**src/rtl/mem_access_unit_if.sv**
```systemverilog
// Request/response and data_memory signal bundle for mem_access_unit.
// slave: the access unit; master: the pipeline and data_memory side driving it.
interface mem_access_unit_if;
  logic        req_valid;
  logic        req_ready;
  logic        load;
  logic        store;
  logic [1:0]  size;
  logic        load_unsigned;
  logic [31:0] address;
  logic [31:0] store_data;
  logic [31:0] load_data;
  logic        load_valid;
  logic        align_error;
  logic        range_error;
  logic [31:0] error_addr;
  logic [31:0] dm_address;
  logic [31:0] dm_data;
  logic        dm_write;
  logic        dm_read;
  logic [31:0] dm_read_data;

  modport slave (
    input  req_valid, load, store, size, load_unsigned, address, store_data, dm_read_data,
    output req_ready, load_data, load_valid, align_error, range_error, error_addr,
           dm_address, dm_data, dm_write, dm_read
  );

  modport master (
    output req_valid, load, store, size, load_unsigned, address, store_data, dm_read_data,
    input  req_ready, load_data, load_valid, align_error, range_error, error_addr,
           dm_address, dm_data, dm_write, dm_read
  );
endinterface

```
**src/rtl/mem_access_unit.sv**
```systemverilog
// MEM-stage load/store front-end: byte/half/word accesses onto a word-only data_memory,
// sub-word stores by read-modify-write. Optional address range check: MEM_ACCESS_RANGE_CHECK_EN.
module mem_access_unit #(
  parameter bit          BIG_ENDIAN     = 1'b1,
  parameter int unsigned ENTRY_NUM_LOG2 = 7
) (
  input  logic            clock_i,
  input  logic            reset_i,
  mem_access_unit_if.slave bus
);

  typedef enum logic [2:0] {IDLE, READ, MERGE, WRITE, RESP} state_t;

  state_t      state;
  logic [31:0] addr_q;
  logic [31:0] data_q;
  logic [1:0]  size_q;
  logic        uns_q;
  logic        store_q;
  logic        range_flag;

  logic        is_mem;
  logic        bad_shape;
  logic        illegal;
  logic        out_of_range;
  logic [4:0]  shift;
  logic [31:0] lane_word;
  logic [31:0] lane_mask;
  logic [31:0] load_ext;
  logic [31:0] merged;

  // Bit offset of the addressed lane within the word for the given endianness.
  function automatic logic [4:0] lane_shift(input logic [1:0] size, input logic [1:0] offset);
    logic [1:0] lane;
    lane = 2'b00;
    case (size)
      2'b00:   lane = BIG_ENDIAN ? ~offset : offset;
      2'b01:   lane = BIG_ENDIAN ? (offset ^ 2'b10) : offset;
      default: lane = 2'b00;
    endcase
    return {lane, 3'b000};
  endfunction

  always_comb begin
    is_mem    = bus.load | bus.store;
    bad_shape = 1'b0;
    case (bus.size)
      2'b01:   bad_shape = bus.address[0];
      2'b10:   bad_shape = |bus.address[1:0];
      2'b11:   bad_shape = 1'b1;
      default: bad_shape = 1'b0;
    endcase
    illegal = is_mem && ((bus.load && bus.store) || bad_shape);
  end

`ifdef MEM_ACCESS_RANGE_CHECK_EN
  localparam int unsigned RANGE_LSB  = ENTRY_NUM_LOG2 + 2;
  localparam logic [31:0] RANGE_MASK = (RANGE_LSB >= 32) ? 32'd0 : ~((32'd1 << RANGE_LSB) - 32'd1);
  assign out_of_range = |(bus.address & RANGE_MASK);
`else
  // Upper address bits pass through; data_memory wraps them.
  localparam int unsigned unused_entry_num_log2 = ENTRY_NUM_LOG2;
  assign out_of_range = 1'b0;
`endif

  assign bus.range_error = range_flag;

  // Lane extraction for loads and lane replacement for sub-word stores.
  always_comb begin
    shift     = lane_shift(size_q, addr_q[1:0]);
    lane_word = bus.dm_read_data >> shift;
    lane_mask = 32'hFFFF_FFFF;
    load_ext  = lane_word;
    case (size_q)
      2'b00: begin
        lane_mask = 32'h0000_00FF;
        load_ext  = {{24{~uns_q & lane_word[7]}}, lane_word[7:0]};
      end
      2'b01: begin
        lane_mask = 32'h0000_FFFF;
        load_ext  = {{16{~uns_q & lane_word[15]}}, lane_word[15:0]};
      end
      default: begin
        lane_mask = 32'hFFFF_FFFF;
        load_ext  = lane_word;
      end
    endcase
    merged = (bus.dm_read_data & ~(lane_mask << shift)) | ((data_q & lane_mask) << shift);
  end

  always_ff @(posedge clock_i) begin
    if (reset_i) begin
      state          <= IDLE;
      addr_q         <= 32'd0;
      data_q         <= 32'd0;
      size_q         <= 2'b00;
      uns_q          <= 1'b0;
      store_q        <= 1'b0;
      range_flag     <= 1'b0;
      bus.req_ready  <= 1'b1;
      bus.load_data  <= 32'd0;
      bus.load_valid <= 1'b0;
      bus.align_error<= 1'b0;
      bus.error_addr <= 32'd0;
      bus.dm_address <= 32'd0;
      bus.dm_data    <= 32'd0;
      bus.dm_write   <= 1'b0;
      bus.dm_read    <= 1'b0;
    end else begin
      bus.load_valid  <= 1'b0;
      bus.align_error <= 1'b0;
      range_flag      <= 1'b0;
      case (state)
        IDLE: begin
          if (bus.req_valid) begin
            addr_q  <= bus.address;
            data_q  <= bus.store_data;
            size_q  <= bus.size;
            uns_q   <= bus.load_unsigned;
            store_q <= bus.store;
            if (illegal) begin
              bus.align_error <= 1'b1;
              bus.error_addr  <= bus.address;
            end else if (is_mem && out_of_range) begin
              range_flag     <= 1'b1;
              bus.error_addr <= bus.address;
            end else if (is_mem) begin
              bus.req_ready  <= 1'b0;
              bus.dm_address <= {bus.address[31:2], 2'b00};
              // Only word stores skip the read half of read-modify-write.
              if (bus.store && bus.size == 2'b10) begin
                state        <= WRITE;
                bus.dm_write <= 1'b1;
                bus.dm_data  <= bus.store_data;
              end else begin
                state       <= READ;
                bus.dm_read <= 1'b1;
              end
            end
          end
        end
        READ: begin
          bus.dm_read    <= 1'b0;
          bus.dm_address <= 32'd0;
          state          <= store_q ? MERGE : RESP;
        end
        MERGE: begin
          state          <= WRITE;
          bus.dm_write   <= 1'b1;
          bus.dm_data    <= merged;
          bus.dm_address <= {addr_q[31:2], 2'b00};
        end
        WRITE: begin
          state          <= IDLE;
          bus.dm_write   <= 1'b0;
          bus.dm_data    <= 32'd0;
          bus.dm_address <= 32'd0;
          bus.req_ready  <= 1'b1;
        end
        RESP: begin
          state          <= IDLE;
          bus.load_data  <= load_ext;
          bus.load_valid <= 1'b1;
          bus.req_ready  <= 1'b1;
        end
        default: begin
          state          <= IDLE;
          bus.dm_read    <= 1'b0;
          bus.dm_write   <= 1'b0;
          bus.dm_address <= 32'd0;
          bus.req_ready  <= 1'b1;
        end
      endcase
    end
  end

endmodule

```
**src/flat_wrapper.sv**
```systemverilog
// flat-port wrapper written by rule: the top's interface ports become plain ports
module mem_access_unit_flat 
#(
  parameter bit          BIG_ENDIAN     = 1'b1,
  parameter int unsigned ENTRY_NUM_LOG2 = 7
)
  (clock_i, reset_i, bus_req_valid, bus_load, bus_store, bus_size, bus_load_unsigned, bus_address, bus_store_data, bus_dm_read_data, bus_req_ready, bus_load_data, bus_load_valid, bus_align_error, bus_range_error, bus_error_addr, bus_dm_address, bus_dm_data, bus_dm_write, bus_dm_read);
  mem_access_unit_if bus_i ();
  input  logic clock_i;
  input  logic reset_i;
  input wire logic [$bits(bus_i.req_valid)-1:0] bus_req_valid;
  input wire logic [$bits(bus_i.load)-1:0] bus_load;
  input wire logic [$bits(bus_i.store)-1:0] bus_store;
  input wire logic [$bits(bus_i.size)-1:0] bus_size;
  input wire logic [$bits(bus_i.load_unsigned)-1:0] bus_load_unsigned;
  input wire logic [$bits(bus_i.address)-1:0] bus_address;
  input wire logic [$bits(bus_i.store_data)-1:0] bus_store_data;
  input wire logic [$bits(bus_i.dm_read_data)-1:0] bus_dm_read_data;
  output wire logic [$bits(bus_i.req_ready)-1:0] bus_req_ready;
  output wire logic [$bits(bus_i.load_data)-1:0] bus_load_data;
  output wire logic [$bits(bus_i.load_valid)-1:0] bus_load_valid;
  output wire logic [$bits(bus_i.align_error)-1:0] bus_align_error;
  output wire logic [$bits(bus_i.range_error)-1:0] bus_range_error;
  output wire logic [$bits(bus_i.error_addr)-1:0] bus_error_addr;
  output wire logic [$bits(bus_i.dm_address)-1:0] bus_dm_address;
  output wire logic [$bits(bus_i.dm_data)-1:0] bus_dm_data;
  output wire logic [$bits(bus_i.dm_write)-1:0] bus_dm_write;
  output wire logic [$bits(bus_i.dm_read)-1:0] bus_dm_read;
  assign bus_i.req_valid = bus_req_valid;
  assign bus_i.load = bus_load;
  assign bus_i.store = bus_store;
  assign bus_i.size = bus_size;
  assign bus_i.load_unsigned = bus_load_unsigned;
  assign bus_i.address = bus_address;
  assign bus_i.store_data = bus_store_data;
  assign bus_i.dm_read_data = bus_dm_read_data;
  assign bus_req_ready = bus_i.req_ready;
  assign bus_load_data = bus_i.load_data;
  assign bus_load_valid = bus_i.load_valid;
  assign bus_align_error = bus_i.align_error;
  assign bus_range_error = bus_i.range_error;
  assign bus_error_addr = bus_i.error_addr;
  assign bus_dm_address = bus_i.dm_address;
  assign bus_dm_data = bus_i.dm_data;
  assign bus_dm_write = bus_i.dm_write;
  assign bus_dm_read = bus_i.dm_read;
  mem_access_unit #(.BIG_ENDIAN(BIG_ENDIAN), .ENTRY_NUM_LOG2(ENTRY_NUM_LOG2)) u_core (.clock_i(clock_i), .reset_i(reset_i), .bus(bus_i));
endmodule
```
**config.mk**
```make
export PLATFORM = sky130hd
export DESIGN_NAME = mem_access_unit_flat
export DESIGN_NICKNAME = d
export VERILOG_FILES = /design/src/rtl/mem_access_unit_if.sv /design/src/rtl/mem_access_unit.sv /design/src/flat_wrapper.sv
export SDC_FILE = /design/constraint.sdc
export NUM_CORES = 1
export LEC_CHECK = 0
export ABC_CLOCK_PERIOD_IN_PS = 3200
export CAP_MARGIN = 20
export CORE_ASPECT_RATIO = 1.1
export CORE_MARGIN = 3
export CORE_UTILIZATION = 42
export CTS_BUF_LIST = sky130_fd_sc_hd__clkbuf_4
export DETAILED_ROUTE_END_ITERATION = 7
export GPL_TIMING_DRIVEN = 0
export HOLD_SLACK_MARGIN = 0.12
export PLACE_DENSITY = 0.81
export REMOVE_ABC_BUFFERS = 1
export SYNTH_ARGS = -nofsm -noshare
export SYNTH_HDL_FRONTEND = slang
export SYNTH_SLANG_ARGS = --single-unit
```
**constraint.sdc**
```tcl
create_clock -name clock_i -period 3.2 [get_ports clock_i]
set_clock_uncertainty 0.15 [all_clocks]
set_input_delay 0.48 -clock clock_i [delete_from_list [all_inputs] [get_ports clock_i]]
set_output_delay 0.48 -clock clock_i [all_outputs]
set_load 0.05 [all_outputs]
```
After elaboration in Yosys (flattened, before gate mapping)

Cells that the tools add are included.
Widths: inputs -> output; s select.

Flip-flop bits (word level): 204
Bits of input ports: 104
Output and inout port bits: 134
Word-level logic and storage cells: 102

Equality and inequality tests: 13
Shifts and indexed selects: 3
Muxes and demuxes: 35
Bitwise operators: 16
Reduce and logical (&&, ||, !) cells: 20

Operators with widths:

| kind               | count |
|---|---|
| $mux 32            | 7 |
| $pmux 32 s3        | 2 |
| $pmux 32 s2        | 2 |
| $and 32x32->32     | 2 |
| $shl 32x5->32      | 2 |
| $not 32->32        | 1 |
| $or 32x32->32      | 1 |
| $shr 32x5->32      | 1 |
| $reduce_and 5->1   | 3 |
| $mux 1             | 13 |
| $mux 3             | 4 |
| $pmux 3 s3         | 1 |
| $not 1->1          | 8 |
| $reduce_and 4->1   | 2 |
| $eq 3x2->1 const B | 2 |
| $ne 2x2->1 const B | 3 |
| $pmux 1 s3         | 2 |
| $reduce_and 3->1   | 2 |
| $reduce_or 2->1    | 3 |
| $reduce_or 3->1    | 2 |
| $eq 2x1->1 const B | 2 |
| $eq 2x2->1 const B | 2 |
| $ne 2x1->1 const B | 2 |
| $pmux 1 s2         | 2 |
| 13 further kinds   | 16 |

Logic depth before layout (Yosys ltp)

Gate-level depths: netlist (run 1).

Depth in word-level cells: 7
Mapped depth: 8
Mapped depth without buffers: 5

Worst setup path before layout (run 1)

OpenSTA, ideal clock, no wires.

Path type: input to register
From: in bus_address[0]
To: reg u_core.bus.dm_data[7] in the netlist's numbering
Library setup time: 0.132 ns
Arrival time: 2.047 ns
Required time: 2.918 ns
Setup slack: 0.871 ns
Stages on the path: 7
Buffers on the path: 2
Cell sequence: or3_4 > a211o_2 > o31a_1 > buf_6 > buf_6 > a221oi_1 > nor3_1

Cells in the longest elaborated chain, start to end: 6

RTL lines:

| element                             | line                     | text |
|---|---|---|
| start, declared                     | flat_wrapper.sv:16       | `input wire logic [$bits(bus_i.address)-1:0] bus_address;` |
| $reduce_or 2->1                     | mem_access_unit.sv:49    | `2'b10: bad_shape = \|bus.address[1:0];` |
| $pmux 1 s3 *                        | mem_access_unit.sv:47    | `case (bus.size)` |
| $logic_or 1x1->1 *                  | mem_access_unit.sv:53    | `illegal = is_mem && ((bus.load && bus.store) \|\| bad_shape);` |
| $logic_and 1x1->1 *                 | mem_access_unit.sv:53    |  |
| $ne 2x2->1 (no source line) *       | n/a                      |  |
| $reduce_and 5->1 (no source line) * | n/a                      |  |
| end signal, assigned                | mem_access_unit.sv:134   | `bus.dm_data <= bus.store_data;` |
| end signal, assigned                | mem_access_unit.sv:150   | `bus.dm_data <= merged;` |
| end, declared                       | mem_access_unit_if.sv:26 | `dm_address, dm_data, dm_write, dm_read` |

Every way passes the cells marked *; elsewhere a longest branch is shown, timed or not.
A chain may end at the register's enable or synchronous reset.

Worst setup path in the final report (run 1)

From: reg u_core.addr_q[1]
To: reg u_core.bus.dm_data[29] in the netlist's numbering

Cells in the longest elaborated chain, start to end: 7
Elaborated cells on any way between the ends: 9
Classes of those cells: 2 x shift; 2 x mux; 5 x bitwise

RTL lines:

| element                                                 | line                   | text |
|---|---|---|
| start, declared                                         | mem_access_unit.sv:15  | `logic [31:0] addr_q;` |
| start signal, assigned                                  | mem_access_unit.sv:116 | `addr_q <= bus.address;` |
| $not 1->1 (no source line) or $not 2->2 (tied branches) | n/a                    |  |
| $pmux 2 s2 *                                            | mem_access_unit.sv:36  | `case (size)` |
| $shl 32x5->32                                           | mem_access_unit.sv:88  | `merged = (bus.dm_read_data & ~(lane_mask << shift)) \| ((data_q & lane_mask) << shift);` |
| $not 32->32                                             | mem_access_unit.sv:88  |  |
| $and 32x32->32                                          | mem_access_unit.sv:88  |  |
| $or 32x32->32 *                                         | mem_access_unit.sv:88  |  |
| $pmux 32 s3 *                                           | mem_access_unit.sv:113 | `case (state)` |

Marked as above.

==> results of run 1 <==
==> worst paths after layout <==
| check | to | depth (start not counted) | start | slack (ps) |
|---|---|---|---|---|
| worst max register to register | u_core.bus.dm_data[29] | 6 | u_core.addr_q[1] | 90 |
| worst min-delay path | u_core.data_q[22] | 3 | bus_store_data[22] | 260 |
| worst min register to register | u_core.addr_q[20] | 2 | u_core.addr_q[20] | 300 |
| worst max-delay path | u_core.bus.dm_data[29] | 6 | u_core.addr_q[1] | 90 |
==> cell type report <==
type                    count  area, um^2
well taps                 290         363
inverters                  13        48.8
fillers                  1891        8830
multi-input cells         803        4720
clock inverters            12        47.5
diodes                      1        2.50
clock buffers              80         601
flip-flops and latches    202        4050
repair buffers            258        2710
==> cell usage in the layout (no fill, tap or decap), types with 5 or more instances in the layout <==
master and instances:
nand3_1 60, a22oi_1 12, a211oi_1 11, buf_6 7, nor3_1 15, clkbuf_4 80, a221oi_1 11, dfxtp_1 199
nand2_1 198, o21ai_0 65, mux2_2 39, a21oi_1 181, mux2i_1 41, mux4_2 7, buf_16 6, nor2_1 72
clkdlybuf4s50_1 233, clkinv_1 10, o22ai_1 5, inv_1 12, a2bb2oi_1 10, a222oi_1 11, a22o_1 5
==> state kept, by name, indices dropped and copies added, names as in the netlist, 2 cells and up <==
register and count:
u_core.state 3, u_core.bus.dm_data 32, u_core.size_q 2, u_core.bus.error_addr 32, u_core.addr_q 32, u_core.bus.dm_address 30, u_core.bus.load_data 32, u_core.data_q 32
==> worst max-delay path: stages (launching register included) <==
cell	delay, ps
dfxtp_1	610
buf_16	230
clkinv_1	460
a21oi_1	980
a222oi_1	220
a2bb2oi_1	190
a21oi_1	180
==> where the power goes <==
part,internal [mW],leakage (nW),switching (mW),total [mW]
clock network,1.13,0.394,1.04,2.17
registers,2.66,1.65,0.110,2.77
logic,0.560,2.49,0.859,1.42
total,4.35,4.53,2.01,6.36
==> per-stage QoR <==
step,TNS (ps),setup WS [ps],hold WS [ps]
detailed placement,-16760,-621,294
floorplan,-192270,-2580,277
global route,0,57.4,235
finish,0,85.4,256
global placement,-921480,-6580,288
CTS,0,17.9,206
==> timing repair <==
item	4_1_cts	5_1_grt
endpoints found under the hold margin	42	0
hold buffers	1	0
buffers inserted	0	2
endpoints found under the setup margin	32	37
gates cloned	3	0
gates resized for setup	0	3
pin swaps	2	1
==> per-layer routing <==
metal / wire [um] / vias up / part of all wire (%)
met2: 14300 / 506 / 47
met4: 913 / 4 / 3.0
li1: - / 4404 / -
met3: 3140 / 80 / 10
met1: 11800 / 4360 / 39
met5: 31 / - / 0.10
==> cell families (layout without fill, tap and decap cells) <==
logic type | count (synthesis) | in the layout | synth area share, %
and+or+nand+nor | 376 | 379 | 17.4
xor gates and xnor gates | 4 | 4 | 0.669
other | 1 | 4 | 0.0409
muxes | 87 | 87 | 11.0
AOI/OAI and AO/OA | 330 | 330 | 21.3
buffers and inverters | 112 | 363 | 5.50
DFF | 202 | 202 | 44.1
==> metrics, run 1 <==
busiest layer in global routing met2; Ys Warns 0; EDFF count, synth 0; # IOs around 240; worst-skew pair later-pin latency 650 ps; Mean Syn Cell Area 8.25 um^2; DP Cell Count between 1.5k and 2k; met2 usage about 40%; die span in y roughly 160 um; final setup vio count 0; Power, Total 6.36 mW; initial antenna violation count 3; post-DR vias/cell approximately 5.6; Final ANT Viol Nets 0; drt drc 0; total CTS buffers between 50 and 60; TritonCTS clock tree done; Setup crit start kind flop; number of port buffers approximately 230; Yosys reg bits around 200; Most used DFF post-synth dfxtp_1; status complete, no violations; Worst Path Arrival ~3500 ps; relative slew slack between 30% and 40%; initial core utilization a little over two fifths; number of global-route vias before repair 9168; gr usage total 24.6%; Syn Inst Count 1112; Rows 56; core footprint 21400 um^2; grt met1 use 29.8%; worst-margin pin slew 1040 ps; DIE AREA 23600 um^2; largest net degree at the start of global routing about 100; CP Max Fanout 28; Commonest cells post-synth dfxtp_1 (202), nand2_1 (198), a21oi_1 (181), nor2_1 (73), o21ai_0 (65); first-pass GRT wire length between 40000 and 50000 um; Area Growth Syn to Fin 36.7%; Fmax achieved about 320 MHz; count of pins over their slew limit 0; Placement Cell Area approximately 12000 um^2; maximum vdd drop between 0.0003 and 0.0004 V; die width about 150 um; clk sinks 202; Post-Layout Cell Count approximately 1.7k; Post-Route WL approximately 30000 um; Root Buffer clkbuf_4; layout net count roughly 1.4k; critical path type flop to flop; count leader, synth dfxtp_1; unrepaired setup endpoints after global routing false; layout cells sized above 1 between 10% and 20%; clock transition at the registers of the reported paths approximately 60 ps; ranking of synthesized cells by area dfxtp_1 (44%), a21oi_1 (9.9%), nand2_1 (8.1%), mux2_2 (4.8%), mux2i_1 (4.5%); router iterations before antenna repair 8; Required @ worst endpoint about 3600 ps; Power Density about 500 nW/um^2; DP HPWL 20100 um; gpl congestion between 0.8 and 0.9; Synth cell types 57; Seq/Total Area, Yosys roughly 44%; Max-Cap Viols 0; post-layout util about three fifths; total grt overflow 0; htree depth 2; Final Hold Vio Count 0; vias after detailed routing roughly 9.4k; final instance area roughly 13000 um^2; top-area cell type share of the netlist area 44.1%; post-synth top area cell dfxtp_1; leakage dissipation between 4 and 5 nW; initial DRC count ~700; WL per Instance around 18 um; hold crit path type primary input to flop; fin crit period between 3000 and 4000 ps; met3 usage 7.88%; Critical Path Sink Type flop; Tcrit/Tclk final between 90 and 100%; asr flop ratio synth 0%; Clock Tree Buf Depth 3; cell area after synthesis 9170 um^2
(Power assumes the default switching activity.)
==> run 2, diff against run 1 <==
ABC_CLOCK_PERIOD_IN_PS = not set   (was 3200)
==> results of run 2 <==
Final layout, timing and power as in run 1 (identical DEF).
